File: config.mk
export PLATFORM = sky130hd
export DESIGN_NAME = reg_file_flat
export DESIGN_NICKNAME = d
export VERILOG_FILES = /design/src/rtl/reg_file_pkg.sv /design/src/rtl/reg_file_if.sv /design/src/rtl/reg_file_scoreboard.sv /design/src/rtl/reg_file.sv /design/src/flat_wrapper.sv
export SDC_FILE = /design/constraint.sdc
export NUM_CORES = 2
export LEC_CHECK = 0
export CAP_MARGIN = 15
export CORE_UTILIZATION = 25
export CTS_BUF_LIST = sky130_fd_sc_hd__clkbuf_2
export DETAILED_ROUTE_END_ITERATION = 8
export GPL_TIMING_DRIVEN = 0
export MAX_ROUTING_LAYER = met4
export PLACE_DENSITY_LB_ADDON = 0.08
export SYNTH_ARGS = -nofsm -noshare
export SYNTH_HDL_FRONTEND = slang
export SYNTH_SLANG_ARGS = --single-unit
File: constraint.sdc
create_clock -name clk -period 6.5 [get_ports clk]
set_clock_uncertainty 0.1 [all_clocks]
set_input_delay 1.95 -clock clk [delete_from_list [all_inputs] [get_ports clk]]
set_output_delay 1.95 -clock clk [all_outputs]
set_load 0.01 [all_outputs]
File: src/rtl/reg_file_pkg.sv
// Shared sizing constants and helpers for the LEGv8 register file and its load scoreboard.
// Optional build macro used by this slice: REG_BYPASS_EN (write-through bypass).
package reg_file_pkg;

  localparam int unsigned DATA_W   = 64;
  localparam int unsigned NUM_REGS = 32;
  localparam int unsigned ADDR_W   = 5;
  localparam int unsigned CNT_W    = 6;

  localparam logic [ADDR_W-1:0] XZR = 5'd31;

  // Number of set bits; CNT_W holds up to NUM_REGS so the sum cannot wrap.
  function automatic logic [CNT_W-1:0] popcount(input logic [NUM_REGS-1:0] v);
    logic [CNT_W-1:0] cnt;
    cnt = '0;
    for (int i = 0; i < NUM_REGS; i++) begin
      cnt = cnt + CNT_W'(v[i]);
    end
    return cnt;
  endfunction

endpackage

File: src/rtl/reg_file_if.sv
// Operand-fetch, write-back and load-issue signals between the pipeline and the register file.
// Optional build macro affecting the slave side: REG_BYPASS_EN.
interface reg_file_if
  import reg_file_pkg::*;
#(
  parameter int unsigned P_DATA_W = DATA_W,
  parameter int unsigned P_ADDR_W = ADDR_W,
  parameter int unsigned P_CNT_W  = CNT_W
);

  // No valid/ready pair here: RegWrite and pend_set are single-cycle strobes
  // sampled at every rising clock edge, and the register file can never refuse
  // them; stall is the only back-pressure and it goes to the ID stage.
  logic [P_ADDR_W-1:0] r_reg1;
  logic [P_ADDR_W-1:0] r_reg2;
  logic                r1_used;
  logic                r2_used;
  logic [P_DATA_W-1:0] r_data1;
  logic [P_DATA_W-1:0] r_data2;
  logic                RegWrite;
  logic [P_ADDR_W-1:0] w_reg;
  logic [P_DATA_W-1:0] w_data;
  logic                pend_set;
  logic [P_ADDR_W-1:0] pend_reg;
  logic                stall;
  logic [P_CNT_W-1:0]  pend_cnt;

  modport master (
    output r_reg1, r_reg2, r1_used, r2_used,
    output RegWrite, w_reg, w_data,
    output pend_set, pend_reg,
    input  r_data1, r_data2, stall, pend_cnt
  );

  modport slave (
    input  r_reg1, r_reg2, r1_used, r2_used,
    input  RegWrite, w_reg, w_data,
    input  pend_set, pend_reg,
    output r_data1, r_data2, stall, pend_cnt
  );

endinterface

File: src/rtl/reg_file_scoreboard.sv
// Load scoreboard: one pending bit per register, set at load issue, cleared at write-back.
// With REG_BYPASS_EN a pending bit cleared by the same-cycle write-back does not stall.
module reg_scoreboard
  import reg_file_pkg::*;
(
  input  logic              clk,
  input  logic              rst_n,
  input  logic [ADDR_W-1:0] r_reg1,
  input  logic [ADDR_W-1:0] r_reg2,
  input  logic              r1_used,
  input  logic              r2_used,
  input  logic              wr_en,
  input  logic [ADDR_W-1:0] w_reg,
  input  logic              pend_set,
  input  logic [ADDR_W-1:0] pend_reg,
  output logic              stall,
  output logic [CNT_W-1:0]  pend_cnt,
  output logic [NUM_REGS-1:0] pend
);

  logic [NUM_REGS-1:0] pend_next;
  logic                hit1;
  logic                hit2;

  // Set is applied after clear so a newer load to the same register stays outstanding.
  always_comb begin
    pend_next = pend;
    if (wr_en && (w_reg != XZR)) begin
      pend_next[w_reg] = 1'b0;
    end
    if (pend_set && (pend_reg != XZR)) begin
      pend_next[pend_reg] = 1'b1;
    end
    pend_next[XZR] = 1'b0;
  end

  always_ff @(posedge clk or negedge rst_n) begin
    if (!rst_n) begin
      pend     <= '0;
      pend_cnt <= '0;
    end else begin
      pend     <= pend_next;
      pend_cnt <= popcount(pend_next);
    end
  end

  always_comb begin
    hit1 = pend[r_reg1];
    hit2 = pend[r_reg2];
`ifdef REG_BYPASS_EN
    if (wr_en && (w_reg != XZR) && (w_reg == r_reg1)) begin
      hit1 = 1'b0;
    end
    if (wr_en && (w_reg != XZR) && (w_reg == r_reg2)) begin
      hit2 = 1'b0;
    end
`endif
    stall = (r1_used & hit1) | (r2_used & hit2);
  end

endmodule

File: src/rtl/reg_file.sv
// LEGv8 register file X0..X31 with two combinational read ports, write-back port and load scoreboard.
// Build macro REG_BYPASS_EN enables write-through bypass from the write-back port to the read ports.
module reg_file
  import reg_file_pkg::*;
(
  input  logic         clk,
  input  logic         rst_n,
  reg_file_if.slave    bus,
  output logic [NUM_REGS-1:0] pend_dbg
);

  logic [DATA_W-1:0] regs [NUM_REGS];
  logic              wr_ok;

  assign wr_ok = bus.RegWrite && (bus.w_reg != XZR);

  // Entry 31 is never written, so it stays at its reset value of zero.
  always_ff @(posedge clk or negedge rst_n) begin
    if (!rst_n) begin
      for (int i = 0; i < NUM_REGS; i++) begin
        regs[i] <= '0;
      end
    end else if (wr_ok) begin
      regs[bus.w_reg] <= bus.w_data;
    end
  end

  always_comb begin
    bus.r_data1 = (bus.r_reg1 == XZR) ? '0 : regs[bus.r_reg1];
    bus.r_data2 = (bus.r_reg2 == XZR) ? '0 : regs[bus.r_reg2];
`ifdef REG_BYPASS_EN
    if (wr_ok && (bus.w_reg == bus.r_reg1)) begin
      bus.r_data1 = bus.w_data;
    end
    if (wr_ok && (bus.w_reg == bus.r_reg2)) begin
      bus.r_data2 = bus.w_data;
    end
`endif
  end

  reg_scoreboard u_scoreboard (
    .clk      (clk),
    .rst_n    (rst_n),
    .r_reg1   (bus.r_reg1),
    .r_reg2   (bus.r_reg2),
    .r1_used  (bus.r1_used),
    .r2_used  (bus.r2_used),
    .wr_en    (bus.RegWrite),
    .w_reg    (bus.w_reg),
    .pend_set (bus.pend_set),
    .pend_reg (bus.pend_reg),
    .stall    (bus.stall),
    .pend_cnt (bus.pend_cnt),
    .pend     (pend_dbg)
  );

endmodule
File: src/flat_wrapper.sv
// flat-port wrapper written by rule: the top's interface ports become plain ports
module reg_file_flat import reg_file_pkg::*;
  (clk, rst_n, pend_dbg, bus_r_reg1, bus_r_reg2, bus_r1_used, bus_r2_used, bus_RegWrite, bus_w_reg, bus_w_data, bus_pend_set, bus_pend_reg, bus_r_data1, bus_r_data2, bus_stall, bus_pend_cnt);
  reg_file_if bus_i ();
  input  logic clk;
  input  logic rst_n;
  output logic [NUM_REGS-1:0] pend_dbg;
  input wire logic [$bits(bus_i.r_reg1)-1:0] bus_r_reg1;
  input wire logic [$bits(bus_i.r_reg2)-1:0] bus_r_reg2;
  input wire logic [$bits(bus_i.r1_used)-1:0] bus_r1_used;
  input wire logic [$bits(bus_i.r2_used)-1:0] bus_r2_used;
  input wire logic [$bits(bus_i.RegWrite)-1:0] bus_RegWrite;
  input wire logic [$bits(bus_i.w_reg)-1:0] bus_w_reg;
  input wire logic [$bits(bus_i.w_data)-1:0] bus_w_data;
  input wire logic [$bits(bus_i.pend_set)-1:0] bus_pend_set;
  input wire logic [$bits(bus_i.pend_reg)-1:0] bus_pend_reg;
  output wire logic [$bits(bus_i.r_data1)-1:0] bus_r_data1;
  output wire logic [$bits(bus_i.r_data2)-1:0] bus_r_data2;
  output wire logic [$bits(bus_i.stall)-1:0] bus_stall;
  output wire logic [$bits(bus_i.pend_cnt)-1:0] bus_pend_cnt;
  assign bus_i.r_reg1 = bus_r_reg1;
  assign bus_i.r_reg2 = bus_r_reg2;
  assign bus_i.r1_used = bus_r1_used;
  assign bus_i.r2_used = bus_r2_used;
  assign bus_i.RegWrite = bus_RegWrite;
  assign bus_i.w_reg = bus_w_reg;
  assign bus_i.w_data = bus_w_data;
  assign bus_i.pend_set = bus_pend_set;
  assign bus_i.pend_reg = bus_pend_reg;
  assign bus_r_data1 = bus_i.r_data1;
  assign bus_r_data2 = bus_i.r_data2;
  assign bus_stall = bus_i.stall;
  assign bus_pend_cnt = bus_i.pend_cnt;
  reg_file u_core (.clk(clk), .rst_n(rst_n), .bus(bus_i), .pend_dbg(pend_dbg));
endmodule
; Word level (Yosys, flattened, before mapping)
; Cells that the tools add are included.
[word_totals]
regBits = 2085
latch_bits = 0
ram_bits = 0
romBits = 0
inputBits = 90
elab_cells = 113
n_memories = 0
[classes]
n_addsub = 30
mul = 0
n_div = 0
n_lt_le_gt_ge = 10
n_eq_ne = 4
shifts = 0
muxes = 21
bitwise_logic = 9
reduce_logical = 5
[ops]
columns = op, n
row1 = $bwmux 2048, 1
row2 = $bmux 64 s5, 2
row3 = $mux 64, 7
row4 = $demux 64 s5, 1
row5 = $add 6x1->6, 25
row6 = $mux 31, 2
row7 = $and 31x31->31, 1
row8 = $not 31->31, 1
row9 = $or 31x31->31, 1
row10 = $lt 5x6->1 const B, 4
row11 = $ge 6x6->1 const B, 3
row12 = $not 5->6, 3
row13 = $bmux 1 s5, 2
row14 = $demux 1 s5, 2
row15 = $eq 5x5->1 const B, 2
row16 = $ge 5x1->1 const B, 2
row17 = $ne 5x5->1 const B, 2
row18 = $add 5x1->6, 1
row19 = $lt 6x1->1 const B, 1
row20 = $add 4x1->5, 1
row21 = $logic_and 1x1->1, 5
row22 = $add 3x1->4, 1
row23 = $mux 1, 4
row24 = $add 2x1->3, 1
row25 = 3 further kinds, 4

; Depth between registers and ports, before layout
[logic_depth]
word_depth = 39
ltp_mapped = 22

; By module
; A second synthesis with hierarchy kept.
[unflattened]
hier_cells = 7311
area_unflattened_um2 = 111151.6
[modules_own_cells]
columns = module, instances, cells_per_inst, area_each_um2
row1 = reg_file, 1, 7032, 108240.1
row2 = reg_scoreboard, 1, 279, 2911.5

; Least setup slack after synthesis
; Ideal clock, no wire load.
[synth_timing]
kind = input port to flip-flop
from = in bus_w_reg[2]
to = reg u_core.u_scoreboard.pend_cnt[4]
arrival_ns = 7.699
path_slack_ns = -1.379
stages = 19
cell_sequence = clkbuf_1 > nor3b_1 > nand2_1 > clkbuf_1 > buf_2 > a22o_1 > fa_1 > inv_1 > fa_1 > fa_1 > inv_1 > fa_1 > fa_1 > fa_1 > fa_1 > fa_1 > a21o_1 > a21oi_1 > xnor2_1
[synth_via]
word_cells_on_any_way = 42
cone_classes = add/sub (30) / order compare (2) / eq/ne (1) / mux (4) / bitwise (3) / reduce/logical (2)
[synth_rtl]
columns = element, line_no
row1 = "start, declared", flat_wrapper.sv:13  ; input wire logic [$bits(bus_i.w_reg)-1:0] bus_w_reg;
row2 = $lt 5x6->1 (not written as such) / $ge 5x1->1 (equally long branches), reg_file_scoreboard.sv:29  ; pend_next[w_reg] = 1'b0;
row3 = $logic_and 1x1->1 (not written as such), reg_file_scoreboard.sv:29
row4 = $mux 1 (not written as such), reg_file_scoreboard.sv:29
row5 = $demux 1 s5, reg_file_scoreboard.sv:29
row6 = $not 31->31 (no source line), --
row7 = $and 31x31->31 (no source line), --
row8 = $mux 31 *, reg_file_scoreboard.sv:28  ; if (wr_en && (w_reg != XZR)) begin
row9 = $or 31x31->31 (no source line), --
row10 = $mux 31 *, reg_file_scoreboard.sv:31  ; if (pend_set && (pend_reg != XZR)) begin
row11 = via u_core.u_scoreboard.pend_next[7], reg_file_scoreboard.sv:21  ; logic [NUM_REGS-1:0] pend_next;
row12 = $add 6x1->6 * (24 in a row), reg_file_pkg.sv:17  ; cnt = cnt + CNT_W'(v[i]);
row13 = "end signal, assigned", reg_file_scoreboard.sv:43  ; pend_cnt <= popcount(pend_next);
row14 = "end, declared", reg_file_scoreboard.sv:17  ; output logic [CNT_W-1:0] pend_cnt,
; The timed path passes the listed nets; every way through them passes the cells marked *.
; A chain may end at the register's enable or synchronous reset.

; Worst setup path after layout
[layout_timing]
from = reg u_core.u_scoreboard.pend[25]
to = out bus_stall
[layout_via]
elab_chain_cells = 4
word_cells_on_any_way = 7
cone_classes = mux (4) / bitwise (3)
[layout_lines]
columns = element, line_no
row1 = "start, declared", reg_file_scoreboard.sv:18  ; output logic [NUM_REGS-1:0] pend
row2 = "start signal, assigned", reg_file_scoreboard.sv:42  ; pend <= pend_next;
row3 = "$bmux 1 s5, on equally long branches", "reg_file_scoreboard.sv:48, reg_file_scoreboard.sv:49"
row4 = "$mux 1, on equally long branches", "reg_file_scoreboard.sv:48, reg_file_scoreboard.sv:49"
row5 = $and 1x1->1, reg_file_scoreboard.sv:58  ; stall = (r1_used & hit1) | (r2_used & hit2);
row6 = $or 1x1->1 *, reg_file_scoreboard.sv:58
row7 = "end, declared", flat_wrapper.sv:19  ; output wire logic [$bits(bus_i.stall)-1:0] bus_stall;
; Every way passes the cells marked *; elsewhere a longest branch is shown, timed or not. The select of a mux whose other input is x is not followed.

==> summary.md <==
| Metric | Value |
|---|---|
| Cell Count, Final, Fillers Out | `15100` |
| Main synth FF type | `dfrtp_1` |
| # DRC | `0` |
| Min-delay worst type | `input port to asynchronous set/reset pin` |
| Starting DRT DRC Count | `8233` |
| F_max | `around 150 MHz` |
| Leading cell types in the layout, fill and taps excluded | `dfrtp_1, mux2_2, mux4_2, clkbuf_2, nand2_1` |
| Finished Cell Area | `0.134 mm^2` |
| Synth Area in Compound Gates | `0.0348` |
| CP endpoint kind | `primary output` |
| Ys async rst share | `1.00` |
| Vias per inst | `5.39` |
| Req. time, crit path | `4.45 ns` |
| Io pins | `257` |
| Post-synth EDFFs | `0` |
| Synth area leaders | `dfrtp_1, mux4_2, mux2_2` |
| CTS Buffer Depth | `4` |
| Internal power | `26.1 mW` |
| Arrival @ worst endpoint | `4.66 ns` |
| Final #Nets | `8832` |
| Syn avg cell area | `about 15 um^2` |
| CP Class | `register to primary output` |
| Core Area | `0.439 mm^2` |
| Total Die Area | `between 0.4 and 0.5 mm^2` |
| GRT Util Overall | `0.287` |
| Core Rows | `243` |
| Syn Std Cell Area | `0.111 mm^2` |
| Detailed-route wire length | `628 mm` |
| Final-report max-slew violation count | `0` |
| Pwr per Cell Area | `304 mW/mm^2` |
| Psw | `14.8 mW` |
| WL/cell | `41.5 um` |
| Library cells used by synthesis | `54` |
| Vias in the first global route | `83200` |
| Commonest non-fill, non-tap cell in the layout | `dfrtp_1` |
| Clock power share | `0.267` |
| Post-layout util | `0.306` |
| Final worst setup slack | `-0.210 ns` |
| DP Cell Count | `13800` |
| Post-route ant nets | `0` |
| Worst path slowest cell | `or4_4` |
| Yosys warning total | `0` |
| Pin count of the biggest net entering global routing | `~170` |
| Global-route wire length before repair | `820 mm` |
| Worst Path Max Fanout | `4` |
| Fin crit share | `1.03` |
| Routed via count | `81600` |
| Largest register FFs | `between 2000 and 2500` |
| CP Cell Sequence | `mux4_2 -> a211oi_4 -> o32ai_2 -> or4_4 -> buf_6` |
| TritonCTS clock tree | `yes` |
| Initial Utilization | `0.252` |
| CTS clk-pin slew, worst paths | `0.09 ns` |
| CTS H-tree depth | `6` |
| Largest family of logic cells by synthesized area | `multiplexers` |
| DP Area | `0.123 mm^2` |
| Final setup viols | `11` |
| Unrepaired setup endpoints after global routing | `yes` |
| Synth top area share | `0.472` |
| CP Launch Type | `register` |
| Congestion Overflow GR | `0` |
| Max_slew headroom | `0.158` |
| Sequential fraction of the synthesis area | `0.472` |
| Worst-Margin Slew | `1.26 ns` |
| Mapped Nets | `between 7000 and 8000` |
| Slowest stage delay, CP | `between 0.5 and 0.6 ns` |
| Synth Register Bits | `2085` |
| Crit path time final | `about 6.7 ns` |
| Adder-cell share of the synthesized area | `0.00495` |
| Port buffer count | `~250` |
| Initial antenna violation count | `72` |
| Xor/xnor share of the synthesized area | `0.000238` |
| DR pass1 iterations | `6` |
| Cell leakage power | `59.5 nW` |
| Share of cells above drive strength 1 | `0.501` |
| IR drop worst, VDD | `0.000959 V` |
| GP Congestion | `0.860` |
| Skew-Pair Late Insertion Delay | `2.32 ns` |
| Yosys top cell by area | `dfrtp_1` |
| Area grow syn2layout | `21.5%` |
| Net Sw Frac | `0.362` |
| Hold Fails Final Rpt | `0` |
| Max-Cap Viols | `0` |
| Clock sink count | `2085` |
| Power share of the combinational group | `0.308` |
| Clock buffer count from CTS | `644` |
| Mux cell area share after synthesis | `0.424` |
| Die H | `667 um` |
| Seq pwr share | `0.426` |
| Status | `finished with violations` |
| Cells after Synth | `7542` |
| Total Power | `40.9 mW` |
| Simple-gate share of the synthesized area | `0.0287` |
| Chip Width | `between 600 and 700 um` |
| Failing checks | `negative setup slack` |
| Clock root cell | `clkbuf_2` |
| DP HPWL | `429 mm` |
[layer usage]
layer,vias up,wire [um],global-route usage
li1,31400,-,-
met1,45300,269000,0.372
met2,3807,284000,0.430
met3,1059,44200,0.0610
met4,0,31600,0.129
met5,-,0,-
[timing repair]
action | 4_1_cts | 5_1_grt
gates resized for setup | 1167 | 93
gates cloned | 8 | 1
hold buffers | 9 | 0
endpoints found under the setup margin | 134 | 26
pin swaps | 34 | 9
buffers inserted | 80 | 74
endpoints found under the hold margin | 317 | 0
[path summary, 6_finish.rpt]
| path | endpoint | from | slack, ns | cells past startpoint |
|---|---|---|---|---|
| max in group asynchronous | u_core.regs[1231] | rst_n | 2.64 | 7 |
| min in group clk | u_core.regs[706] | bus_RegWrite | 0.23 | 5 |
| min | u_core.regs[1659] | rst_n | 0.23 | 3 |
| max reg2reg | u_core.u_scoreboard.pend_cnt[4] | u_core.u_scoreboard.pend[7] | 1.00 | 14 |
| max | bus_stall | u_core.u_scoreboard.pend[25] | -0.21 | 5 |
| min reg2reg | u_core.regs[8] | u_core.regs[8] | 0.38 | 1 |
[worst max-delay path, delay by kind of cell (launching register included)]
kind	cells	cell delay, ns
muxes	1	0.52
DFF	1	0.48
buffers and inverters	1	0.15
AOI/OAI and AO/OA	2	0.63
and+or+nand+nor	1	0.57
[kinds of logic after synthesis]
logic type / after synthesis
flip-flops: 2085
buffers and inverters: 910
AND/OR/NAND/NOR: 796
AO/OA/AOI/OAI: 552
multiplexers: 3165
other: 1
XOR/XNOR: 3
adder cells (fa/ha/maj): 30
[cells in the mapped netlist, types with 2 or more instances]
cell	n
ha_1	7
mux2i_1	273
o21ai_1	134
mux2_1	318
nor3b_1	7
a22oi_1	160
nand4_1	2
mux2_2	1539
and3b_1	2
inv_1	44
and3_1	6
o21ai_0	4
a21oi_1	58
and2_1	9
o221ai_1	8
a211oi_1	2
o22a_1	89
buf_4	13
o211ai_1	2
mux4_2	1035
xnor2_1	2
clkbuf_1	472
nand3b_1	7
nor2_1	16
nand2b_1	4
buf_2	313
buf_1	63
or2_2	2
dfrtp_1	2085
nand2_1	712
a221oi_1	17
o2111ai_1	2
nor2b_1	11
nand3_1	11
nor3_1	2
a22o_1	31
buf_6	4
a21o_1	38
fa_1	23
[area by class of cell]
| cell class | count | area [um^2] |
|---|---|---|
| Buffer | 861 | 6610 |
| Sequential cell | 2085 | 52200 |
| Inverter | 45 | 171 |
| Clock buffer | 931 | 4660 |
| Clock inverter | 165 | 946 |
| Multi-Input combinational cell | 4547 | 55600 |
| Tap cell | 5880 | 7360 |
| Fill cell | 44400 | 305000 |
| Timing Repair Buffer | 528 | 6620 |
| Antenna cell | 88 | 220 |
[power groups by stage]
stage,combinational (mW),sequential (mW),clock (mW)
after global routing,13.4,17.7,11.9
final,12.6,17.4,10.9
after global placement,11.9,17.7,0
after floorplan,7.73,16.9,0
after CTS,12.7,17.3,11.2
after detailed placement,12.2,17.6,0
[per-stage QoR]
| stage | TNS (ns) | setup WS [ns] | hold WS [ns] |
|---|---|---|---|
| final | -0.415 | -0.210 | 0.225 |
| after global routing | -0.492 | -0.361 | 0.113 |
| after CTS | -2.85 | -0.428 | 0.00754 |
| after detailed placement | -357.16 | -3.67 | 0.363 |
| after global placement | - | -101.51 | 0.353 |
| after floorplan | -2.58 | -0.685 | 0.340 |
No activity file was read; power rests on OpenSTA's default activity.
